File: src/rtl/spi_reg_bridge.sv
// SPI command decoder and register file behind the SPI slave shift core.
// Define SPI_REG_AUTOINC_EN for sequential bursts; otherwise the address stays fixed per transaction.
module spi_reg_bridge #(
  parameter  int WIDTH  = 8,
  parameter  int NREGS  = 16,
  localparam int ADDR_W = $clog2(NREGS)
) (
  input  logic                   i_clk,
  input  logic                   i_rst,
  input  logic                   i_cs_n,
  input  logic [WIDTH-1:0]       i_rx_data,
  input  logic                   i_rx_valid,
  output logic [WIDTH-1:0]       o_tx_data,
  output logic                   o_tx_write,
  output logic [NREGS*WIDTH-1:0] o_reg_out,
  output logic                   o_wr_strobe,
  output logic [ADDR_W-1:0]      o_wr_addr
);

  typedef enum logic [1:0] {S_IDLE, S_CMD, S_WRITE, S_READ} state_t;

  state_t                        r_state, w_state_nxt;
  logic                          r_cs_n_q;
  logic [ADDR_W-1:0]             r_addr, w_addr_nxt, w_addr_adv;
  logic [NREGS-1:0][WIDTH-1:0]   r_regs;
  logic [WIDTH-1:0]              r_tx_data, w_tx_word;
  logic                          r_tx_write, r_wr_strobe;
  logic [ADDR_W-1:0]             r_wr_addr;
  logic                          w_wr_en, w_tx_load, w_tx_zero;

`ifdef SPI_REG_AUTOINC_EN
  localparam logic [ADDR_W-1:0] ADDR_ONE = ADDR_W'(1);
  // ADDR_W-bit add wraps NREGS-1 -> 0 for free
  assign w_addr_adv = r_addr + ADDR_ONE;
`else
  assign w_addr_adv = r_addr;
`endif

  always_comb begin
    w_state_nxt = r_state;
    w_addr_nxt  = r_addr;
    w_wr_en     = 1'b0;
    w_tx_load   = 1'b0;
    w_tx_zero   = 1'b0;
    // cs_n high aborts from any state and swallows a coincident rx word
    if (i_cs_n) begin
      w_state_nxt = S_IDLE;
    end else begin
      case (r_state)
        S_IDLE: if (r_cs_n_q) begin
          w_state_nxt = S_CMD;
          w_tx_load   = 1'b1;
          w_tx_zero   = 1'b1;
        end
        S_CMD: if (i_rx_valid) begin
          w_addr_nxt = i_rx_data[ADDR_W-1:0];
          if (i_rx_data[WIDTH-1]) begin
            w_state_nxt = S_READ;
            w_tx_load   = 1'b1;
          end else begin
            w_state_nxt = S_WRITE;
          end
        end
        S_WRITE: if (i_rx_valid) begin
          w_wr_en    = 1'b1;
          w_addr_nxt = w_addr_adv;
        end
        S_READ: if (i_rx_valid) begin
          w_addr_nxt = w_addr_adv;
          w_tx_load  = 1'b1;
        end
        default: w_state_nxt = S_IDLE;
      endcase
    end
    w_tx_word = w_tx_zero ? '0 : r_regs[w_addr_nxt];
  end

  always_ff @(posedge i_clk or posedge i_rst) begin
    if (i_rst) r_state <= S_IDLE;
    else       r_state <= w_state_nxt;
  end

  always_ff @(posedge i_clk or posedge i_rst) begin
    if (i_rst) begin
      // low so a cs_n already held low across reset does not start a command
      r_cs_n_q    <= 1'b0;
      r_addr      <= '0;
      r_regs      <= '0;
      r_tx_data   <= '0;
      r_tx_write  <= 1'b0;
      r_wr_strobe <= 1'b0;
      r_wr_addr   <= '0;
    end else begin
      r_cs_n_q    <= i_cs_n;
      r_addr      <= w_addr_nxt;
      r_tx_write  <= w_tx_load;
      r_wr_strobe <= w_wr_en;
      if (w_tx_load) r_tx_data <= w_tx_word;
      if (w_wr_en) begin
        r_regs[r_addr] <= i_rx_data;
        r_wr_addr      <= r_addr;
      end
    end
  end

  assign o_tx_data   = r_tx_data;
  assign o_tx_write  = r_tx_write;
  assign o_reg_out   = r_regs;
  assign o_wr_strobe = r_wr_strobe;
  assign o_wr_addr   = r_wr_addr;

endmodule

File: config.mk
export PLATFORM = sky130hd
export DESIGN_NAME = spi_reg_bridge
export DESIGN_NICKNAME = d
export VERILOG_FILES = /design/src/rtl/spi_reg_bridge.sv
export SDC_FILE = /design/constraint.sdc
export NUM_CORES = 1
export LEC_CHECK = 0
export BUFFER_PORTS_ARGS = -buffer_cell sky130_fd_sc_hd__buf_2
export CAP_MARGIN = 30
export CORE_MARGIN = 2
export CORE_UTILIZATION = 45
export CTS_BUF_LIST = sky130_fd_sc_hd__clkbuf_4
export DETAILED_ROUTE_END_ITERATION = 6
export PLACE_DENSITY = 0.76
export SETUP_SLACK_MARGIN = 0.1
export SYNTH_ARGS = -nofsm -noshare
export SYNTH_HDL_FRONTEND = slang
export SYNTH_SLANG_ARGS = --single-unit
export TNS_END_PERCENT = 100
File: constraint.sdc
create_clock -name i_clk -period 5.85 [get_ports i_clk]
set_clock_uncertainty 0.15 [all_clocks]
set_input_delay 0 -clock i_clk [delete_from_list [all_inputs] [get_ports i_clk]]
set_output_delay 0 -clock i_clk [all_outputs]
set_load 0.005 [all_outputs]
==> results.sh <==
export IMPL_outcome="finished, final reports clean"
export IMPL_ys_seq_elements=149
export IMPL_p_per_area_mw_per_mm2=312.9
export IMPL_syn_area_mm2=0.006639
export IMPL_cap_violations=0
export IMPL_min_period_ns=3.791
export IMPL_drtAntennaViolNets=0
export IMPL_core_mm2=0.01448
export IMPL_cts_tree="done"
export IMPL_wl_mm=18.92
export IMPL_rsz0062_at_grt="false"
export IMPL_cp_arrival_ns=4.09
export IMPL_post_cts_buffers=0
export IMPL_drc=0
export IMPL_die_width_um=125.5
export IMPL_timing_rr_start="r_state[1]"
export IMPL_initial_core_util=0.4585
export IMPL_insertion_delay_ns=0.55
export IMPL_vias_per_cell=5.708
export IMPL_max_freq_ghz=0.2638
export IMPL_avgSynthCellArea_um2=13.30
export IMPL_cts_resized=0
export IMPL_critPathCaptureType="register"
export IMPL_drt_initial_drc_count=323
export IMPL_area_growth_synth_to_final_pct=20.58
export IMPL_synth_seq_area_share=0.5616
export IMPL_drv_slew=0
export IMPL_num_vias=4903
export IMPL_hold_class="primary input to register"
export IMPL_synth_area_leaders="dfrtp_1 56%, mux2_2 22%, mux4_2 5.4%, nand2_1 4.0%, nand3_1 2.0%"
export IMPL_die_h_um=125.5
export IMPL_antenna_found_initial=0
export IMPL_path_class="register to register"
export IMPL_tightest_slew_ns=1.022
export IMPL_start_kind="register"
export IMPL_dieArea_mm2=0.01574
export IMPL_worstPathRequired_ns=6.15
export IMPL_root_buffer="clkbuf_4"
export IMPL_grt_pass1_wl_mm=29.35
export IMPL_routabilityCongestion=0.8879
export IMPL_clockBufferDepth=2
export IMPL_hp_start="i_cs_n"
export IMPL_hold_ws_ns=0.04134
export IMPL_grt_ovfl_total=0
export IMPL_crit_start="r_state[1]"
export IMPL_synth_cell_types=30
export IMPL_grt_pass1_vias=5061
export IMPL_totalPowerFinal_w=0.002505
export IMPL_crit_path_max_fanout=36
export IMPL_port_buffers=153
export IMPL_pin_count=154
export IMPL_grt_usage=0.2460
export IMPL_cts_buffers=17
export IMPL_fin_crit_sh=0.6481
export IMPL_row_count=44
export IMPL_synth_top_cell_area_share=0.5616
export IMPL_syn_nets=511
export IMPL_diodes=0
export IMPL_htreeDepth=4
export IMPL_grt_max_degree=77
export IMPL_place_hpwl_mm=13.19
export IMPL_yosys_warnings=0
export IMPL_synth_largest_area_cell="dfrtp_1"
export IMPL_drt_pass1_iterations=4
export IMPL_wl_per_cell_um=22.03
export IMPL_clock_sinks=149
export IMPL_drive_above_1_share=0.5067
export IMPL_p_leak_nw=4.256
export IMPL_setup_viol=0
export IMPL_path_clk_slew_ns=0.13
export IMPL_setup_tns_ns=0
export IMPL_hold_viol=0
export IMPL_relSlewSlack=0.3039
export IMPL_fin_nets=674
export IMPL_ir_drop_mv=0.1678
export IMPL_postSynthCellCount=499
stage by stage:
stage	util	std cells	setup slack [ns]	cell area, um2
3_3_place_gp	0.5206	812	1.872	7537
2_1_floorplan	-	499	1.692	6639
4_1_cts	0.5510	858	2.086	7978
6_report	0.5529	859	2.059	8005
3_5_place_dp	0.5209	813	2.117	7542
5_1_grt	0.5529	859	1.855	8005
registers in the layout, summed over array words and instances, names as in the netlist:
register     cells
r_cs_n_q         1
o_tx_write       1
o_tx_data        8
o_wr_addr        4
r_addr           4
o_wr_strobe      1
r_state          2
o_reg_out      128
layout make-up:
cell class                 instances  area, um2
clock buffer                      19      142.6
timing repair buffer             171      950.9
inverter                           6      27.53
multi-input combinational        317       2763
fill                            1248       6474
sequential                       149       3729
tap                              184      230.2
clock inverter                    13      162.7
layer usage:
layer	up-vias	part of all wire	global-route usage
met5	-	0	0
met4	0	0.013	0.06209
met3	17	0.084	0.06547
met2	235	0.48	0.3921
met1	2534	0.42	0.3384
li1	2117	-	-
power by group:
group	leakage (nW)	total [W]	internal, W	switching [W]
sequential	2.05	0.00125	0.00114	0.000111
clock	0.166	0.000697	0.000340	0.000357
combinational	2.05	0.000555	0.000251	0.000305
critical path, stage by stage, from the launching register on:
cell and delay, ns:
dfrtp_1 0.46, nor4bb_1 0.64, mux2i_4 0.96, inv_2 0.59
mux4_2 0.62, a21oi_1 0.17, nand3_1 0.09
placed cells by master (no fill, tap or decap), drive strengths merged, types with 2 or more instances in the layout:
cell type,n
dlygate4sd3,13
nor2,12
inv,6
dfrtp,149
nand4,7
mux4,16
nand2,70
nand3,26
buf,158
clkinv,8
a21oi,10
bufinv,4
mux2,132
mux2i,11
a32oi,8
clkbuf,19
nor2b,13
nor3,2
synthesized netlist by cell type (all sizes together):
cell and number:
a211oi 1, a21oi 10, a31oi 1, a32oi 8
and3 1, and3b 1, and4bb 1, buf 13
clkbuf 14, dfrtp 149, inv 6, mux2 132
mux2i 11, mux4 16, nand2 70, nand3 26
nand4 7, nor2 12, nor2b 13, nor3 2
nor4bb 1, o2111ai 1, o211ai 1, o21ai 1
or3b 1
path summary, 6_finish.rpt:
path	end	slack, ns	cells after the start
setup / recovery	o_tx_data[7]	2.06	6
hold reg to reg	o_wr_addr[2]	0.38	1
max in group asynchronous	o_reg_out[44]	3.98	6
setup reg to reg	o_tx_data[7]	2.06	6
min in group asynchronous	o_reg_out[42]	0.53	4
hold / removal	r_cs_n_q	0.04	2
kinds of logic after synthesis:
logic type	count (synthesis)	share of synthesized area
and+or+nand+nor	135	0.09612
muxes	159	0.2948
DFF	149	0.5616
buffers and inverters	33	0.02412
AOI/OAI and AO/OA	23	0.02337
what timing repair did:
item,in CTS,in global routing
hold buffers,13,0
hold endpoints to repair,219,0
endpoints found under the setup margin,0,0
(Power assumes the default switching activity.)
